===== config.mk =====
export PLATFORM = sky130hd
export DESIGN_NAME = delay_sub_pipe
export DESIGN_NICKNAME = d
export VERILOG_FILES = /design/src/rtl/delay_sub_pipe.sv
export SDC_FILE = /design/constraint.sdc
export NUM_CORES = 1
export LEC_CHECK = 0
export CAP_MARGIN = 30
export CORE_UTILIZATION = 48
export DETAILED_ROUTE_END_ITERATION = 7
export GPL_ROUTABILITY_DRIVEN = 0
export GPL_TIMING_DRIVEN = 0
export MAX_ROUTING_LAYER = met4
export PLACE_DENSITY_LB_ADDON = 0.12
export SLEW_MARGIN = 15
export SYNTH_ARGS = -nofsm -noshare
export SYNTH_HDL_FRONTEND = slang
export SYNTH_SLANG_ARGS = --single-unit

===== constraint.sdc =====
create_clock -name clk -period 2.8 [get_ports clk]
set_input_delay 0.56 -clock clk [delete_from_list [all_inputs] [get_ports clk]]
set_output_delay 0.56 -clock clk [all_outputs]
set_load 0.02 [all_outputs]

===== src/rtl/delay_sub_pipe.sv =====
// Multi-channel delay line with a registered per-channel subtract and borrow/underflow monitoring.
// Optional: define DELAY_SUB_PIPE_SATURATE_EN to clamp borrowed channels to zero instead of wrapping.

module delay_sub_lane #(
  parameter int DATA_W = 32,
  parameter int DELAY  = 5
) (
  input  logic              clk,
  input  logic              rst,
  input  logic [DATA_W-1:0] din,
  input  logic [DATA_W-1:0] sub_in,
  input  logic              sub_load,
  input  logic              out_ld,
  output logic              borrow,
  output logic [DATA_W-1:0] res,
  output logic              uf
);
  logic [DELAY-1:0][DATA_W-1:0] dly;
  logic [DATA_W-1:0]            sub_reg;
  logic [DATA_W-1:0]            diff;

  assign {borrow, diff} = {1'b0, dly[DELAY-1]} - {1'b0, sub_reg};

  // data stages carry no reset; sample validity lives in the top-level vld_pipe
  always_ff @(posedge clk) begin
    dly[0] <= din;
    for (int i = 1; i < DELAY; i++) dly[i] <= dly[i-1];
  end

  always_ff @(posedge clk) begin
    if (rst) begin
      sub_reg <= '0;
      res     <= '0;
      uf      <= 1'b0;
    end else begin
      if (sub_load) sub_reg <= sub_in;
      if (out_ld) begin
`ifdef DELAY_SUB_PIPE_SATURATE_EN
        res <= borrow ? '0 : diff;
`else
        res <= diff;
`endif
        uf  <= borrow;
      end else begin
        res <= '0;
        uf  <= 1'b0;
      end
    end
  end
endmodule

module delay_sub_pipe #(
  parameter int DATA_W   = 32,
  parameter int N_CH     = 4,
  parameter int DELAY    = 5,
  parameter int UF_CNT_W = 16
) (
  input  logic                   clk,
  input  logic                   rst,
  input  logic [N_CH*DATA_W-1:0] data_in,
  input  logic                   data_in_valid,
  input  logic [N_CH*DATA_W-1:0] sub_in,
  input  logic                   sub_load,
  input  logic                   flush,
  output logic [N_CH*DATA_W-1:0] data_out,
  output logic                   data_out_valid,
  output logic [N_CH-1:0]        underflow,
  output logic [UF_CNT_W-1:0]    uf_count
);
  localparam logic [UF_CNT_W-1:0] UF_MAX = '1;

  logic [N_CH-1:0][DATA_W-1:0] din_a, sub_a, res_a;
  logic [N_CH-1:0]             borrow;
  // [0..DELAY-1] delay stages, [DELAY] registered output stage
  logic [DELAY:0]              vld_pipe;
  logic                        out_ld;

  assign din_a          = data_in;
  assign sub_a          = sub_in;
  assign data_out       = res_a;
  assign data_out_valid = vld_pipe[DELAY];
  // flush kills whatever sits in the last stage, so nothing is computed for it
  assign out_ld         = vld_pipe[DELAY-1] & ~flush;

  always_ff @(posedge clk) begin
    if (rst) begin
      vld_pipe <= '0;
    end else begin
      vld_pipe[0] <= data_in_valid;
      for (int i = 1; i <= DELAY; i++) vld_pipe[i] <= vld_pipe[i-1] & ~flush;
    end
  end

  always_ff @(posedge clk) begin
    if (rst)                                        uf_count <= '0;
    else if (out_ld && (|borrow) && uf_count != UF_MAX) uf_count <= uf_count + 1'b1;
  end

  for (genvar c = 0; c < N_CH; c++) begin : g_lane
    delay_sub_lane #(.DATA_W(DATA_W), .DELAY(DELAY)) u_lane (
      .clk      (clk),
      .rst      (rst),
      .din      (din_a[c]),
      .sub_in   (sub_a[c]),
      .sub_load (sub_load),
      .out_ld   (out_ld),
      .borrow   (borrow[c]),
      .res      (res_a[c]),
      .uf       (underflow[c])
    );
  end
endmodule


Word level (Yosys, flattened, before mapping)
Cells that the tools add are included.

Bitwise logic cells: 7. Reduce and logical (&&, ||, !) cells: 4. Equal/unequal tests: 1. $add $sub $neg: 5.

Operators by type and width (count): subtractor 32 x 32 -> 33 bit (4); adder 16 x 1 -> 16 bit, second input constant (1); inequality test 16 bit, second input constant (1); AND 1 bit (5); OR reduction 4 bit (1); logical AND 1 bit (2); inverter 1 bit (2); OR reduction 2 bit (1).

Flip-flop bits (word level): 922. Input port bits: 261. Output and inout bits: 149. Word-level logic and storage cells: 51.

Logic depth before layout (Yosys ltp)
Depth after elaboration: 4. Depth in mapped cells: 15. Gate-level depth less buffers: 13.

By module
A second synthesis with hierarchy kept.

Cell total of the unflattened synthesis: 2694. Area, all modules: 29707.2 um2.

Modules (own cells, without submodules): delay_sub_lane (g_lane[0].u_lane ...) (times used 2, cells an instance 641, sequential area each 4504.3 um2, area an instance 7176.9 um2); delay_sub_lane (g_lane[3].u_lane) (times used 1, cells an instance 668, sequential area each 4504.3 um2, area an instance 7285.7 um2); delay_sub_lane (g_lane[2].u_lane) (times used 1, cells an instance 633, sequential area each 4504.3 um2, area an instance 7069.3 um2); delay_sub_pipe (times used 1, cells an instance 111, sequential area each 440.4 um2, area an instance 998.5 um2).

Worst setup path before layout
OpenSTA, ideal clock, no wires.

Path type: register to register. Start point: register g_lane[2].u_lane.sub_reg[9]. End point: register uf_count[6]. Period minus slack after synthesis: 3.064 ns. Path slack: -0.264 ns. Data required time: 2.677 ns. Library setup time: 0.123 ns. Arrival time: 2.941 ns. Stages on the path, launching flop included: 14. Cell sequence: dfxtp_1 -> inv_1 -> ha_1 -> a21oi_1 -> o21ai_1 -> a2111o_1 -> a21oi_2 -> o21ai_1 -> a221o_1 -> o211a_1 -> a21o_1 -> buf_6 -> nor4_4 -> mux2_1.

Cells in the longest elaborated chain, start to end: 4.

Ends and longest elaborated chain: from (decl) (RTL line 19) `logic [DATA_W-1:0] sub_reg;`; from (signal assigned) (RTL line 36) `if (sub_load) sub_reg <= sub_in;`; subtractor 32 x 32 -> 33 bit (RTL line 22) `assign {borrow, diff} = {1'b0, dly[DELAY-1]} - {1'b0, sub_reg};`; OR reduction 4 bit (RTL line 96) `else if (out_ld && (|borrow) && uf_count != UF_MAX) uf_count <= uf_count + 1'b1;`; logical AND 1 bit (2 in a row) (RTL line 96); to (signal assigned) (RTL line 96); to (decl) (RTL line 68) `output logic [UF_CNT_W-1:0] uf_count`.

Every way passes these cells. A chain may end at the register's enable or synchronous reset.

Final worst setup path
Start point: register g_lane[2].u_lane.dly[128] (netlist bit). End point: register uf_count[12].

Cells in the longest elaborated chain, start to end: 4.

Ends and longest elaborated chain: from (decl) (RTL line 18) `logic [DELAY-1:0][DATA_W-1:0] dly;`; subtractor 32 x 32 -> 33 bit (RTL line 22); OR reduction 4 bit (RTL line 96); logical AND 1 bit (2 in a row) (RTL line 96).

Every way passes these cells.

==> impl_metrics.ini <==
[status]
outcome = complete, but fails checks
violations = setup timing

[final_layout]
final_common_cell = dfxtp_1
fillers = 4458
synthToLayoutAreaGrowth_pct = 34.4
post-route-util_pct = 65.6
largest_reg_flops = 640
drive_gt1_share_pct = 13.3
nNetsFinal = 3386
layout_common_cells = dfxtp_1, clkdlybuf4s50_1, nor2_1
stdcell_count = 3832

[timing]
relSlewSlack_pct = 39.5
worstMarginPinSlew_ns = 0.908
min_period_ns = 3.22
max_freq_ghz = 0.310
hold_slack_ns = 0.315
clock_skew_ns = 0.0167
min_period_over_period_pct = 115
setup_viol = 17
slew_viol_final = 0
finalHoldViolations = 0
rsz0062_at_grt = true
fin_tns_setup_ns = -5.51
worst_slack_ns = -0.424

[clock_tree]
cts_tree = yes
cts_buffers = 88
htree_levels = 3
hold_buffers = 0
clkSinkCount = 922
clkTransAtPathRegs_ns = 0.06
clock_latency_ns = 0.62
root_buffer = clkbuf_16
cts_buffer_depth = 3

[logic_synthesis]
synth_cell_types = 75
yosysWarnings = 0
syn-cell-area_sq_um = 28300
syn-num-nets = 2837
syn_avg_cell_area_sq_um = 11.6
synthCells = 2443
ys_seq_area_share_pct = 65.3
synth_edf_count = 0
ys.flop_type = dfxtp_1
ys_ff_latch = 922
async_reset_ff_share_pct = 0

[worst_setup_path]
cp-startpoint = g_lane[2].u_lane.dly[128]
r2r-end = uf_count[12]
worstSetupPathType = flop to flop
reg2reg_depth = 15
max_stage_delay_ns = 0.45
reg2reg_from = g_lane[2].u_lane.dly[128]
endpoint_kind = flop
r2r_slack_ns = -0.42
cpMaxStageDelayCell = a221o_2
cp-start-kind = flop
critPathCapture = uf_count[12]
critPathMaxFanout = 5
arrival_ns = 3.78
crit_chain = inv_2 -> ha_4 -> fa_2 -> nor2b_4 -> o31ai_4 -> a31oi_4 -> a21oi_4 -> o21ai_4 -> a221o_2 -> o211a_4 -> a21o_1 -> buf_6 -> buf_4 -> or3_4 -> a21oi_2
critPathRequiredTime_ns = 3.35

[power_and_ir_drop]
p_leak_nw = 15.7
p_per_area_nw_per_um2 = 758
vdd_drop_max_mv = 0.634

[routing]
drt_iter0_drc = 703
ant_nets = 0
avgRoutedWirePerCell_microns = 17.0
vias = 18800
drc = 0
dr.pass1.iters = 5
routed_wl_microns = 65100
routed_via_density = 4.91

[floorplan]
die-area_sq_um = 59900
die_w_microns = 245
initial_core_util_pct = 48.8
die_h_microns = 245
floorplan.io_pins = 410
core_area_sq_um = 57900
rows = 88

[global_route]
grt_pass1_wl_microns = 99800
grt-ovfl-total = 0
grt_pass1_vias = 18900
grt_max_degree = 16
grt_use_total_pct = 22.0
antenna_found_initial = 4

[placement]
dp.cells = 3617
place_ws_ns = -0.778
port_buffers = 408
dp_hpwl_microns = 46600

[flow_run]
max_cap_viol_count = 0

[worst_hold_path]
hp-class = flop to flop
-- routing by layer --
| metal | vias to the layer above | wire (microns) | GRT usage (%) |
|---|---|---|---|
| li1 | 9321 | - | - |
| met5 | - | 0 | - |
| met1 | 8823 | 28100 | 26.9 |
| met4 | 0 | 2250 | 9.10 |
| met2 | 514 | 31700 | 36.3 |
| met3 | 151 | 3060 | 3.42 |
-- final cells by class --
type	instances	area (sq um)	share of cell area [%]
well taps	765	957	2.52
diodes	6	15.0	0.0395
clock inverters	42	485	1.28
plain buffers	57	268	0.705
repair buffers	468	4560	12.0
clock buffers	117	2480	6.54
flip-flops and latches	922	18500	48.7
multi-input cells	1291	10100	26.6
inverters	164	618	1.63
-- report_power, final --
group	total [mW]	switching, mW	internal (mW)
Sequential	13.9	0.188	13.7
Combinational	2.93	1.47	1.46
Clock	11.9	4.86	7.09
-- synth_stat cells (4+ instances only) --
cell type	instances	share of area (%)
nand3_1	25	0.44
a31oi_1	14	0.31
nand4_1	21	0.46
nand2b_1	21	0.46
dfxtp_1	922	65
a311oi_1	4	0.12
and3_1	12	0.27
a21o_1	76	2.0
o21ai_1	6	0.11
nand2_1	65	0.86
o41ai_1	7	0.22
xnor2_1	54	1.7
buf_4	5	0.13
o211a_1	5	0.18
or3_1	9	0.20
nor2_1	300	4.0
fa_1	4	0.28
ha_1	129	5.7
mux2i_1	129	4.6
inv_1	164	2.2
xor2_1	47	1.5
nor2b_1	17	0.38
a211oi_1	8	0.21
o31ai_1	14	0.37
nor3_1	26	0.46
a21oi_1	107	1.9
clkbuf_1	38	0.50
a2111oi_0	5	0.15
o21bai_1	9	0.24
a211o_1	4	0.12
a21boi_0	4	0.11
o21ai_0	63	1.1
or4_1	9	0.24
and2_1	9	0.20
o21a_1	15	0.40
or2_2	4	0.088
o211ai_1	9	0.24
nor3b_1	6	0.16
buf_1	19	0.25
-- critical path, delay by kind of cell (launching register included) --
family,cells,cell delay [ns]
AND/OR/NAND/NOR,2,0.42
buffers and inverters,3,0.35
flip-flops,1,0.31
AO/OA/AOI/OAI,8,1.70
adder cells (fa/ha/maj),2,0.37
-- metrics by stage --
stage | area [sq um] | total power [mW]
2_1_floorplan | 28400 | 15.8
3_3_place_gp | 33400 | 16.6
3_5_place_dp | 33400 | 16.6
4_1_cts | 37300 | 28.8
5_1_grt | 38000 | 30.0
6_report | 38000 | 28.8
-- cells by family after synthesis --
family	after synthesis	synth area share [%]
multiplexers	130	4.61
AND/OR/NAND/NOR	534	8.53
AO/OA/AOI/OAI	393	9.27
adder cells (fa/ha/maj)	133	5.99
XOR/XNOR	101	3.13
buffers and inverters	230	3.18
flip-flops	922	65.3
-- how the worst min path moves through the flow --
stage	startpoint	end	slack (ns)	cells after the start
after detailed placement	g_lane[3].u_lane.dly[0]	g_lane[3].u_lane.dly[32]	0.31	0
after global placement	g_lane[2].u_lane.dly[81]	g_lane[2].u_lane.dly[113]	0.31	0
after floorplan	g_lane[0].u_lane.dly[68]	g_lane[0].u_lane.dly[100]	0.31	0
after global routing	g_lane[1].u_lane.dly[95]	g_lane[1].u_lane.dly[127]	0.32	0
final	g_lane[3].u_lane.dly[98]	g_lane[3].u_lane.dly[130]	0.32	0
after CTS	g_lane[3].u_lane.dly[98]	g_lane[3].u_lane.dly[130]	0.32	0
-- what timing repair did --
item,CTS,global route
pin swaps,67,98
setup buffers,31,28
gates resized for setup,130,115
setup endpoints to repair,45,50
Power figures use the tool's default switching activity.
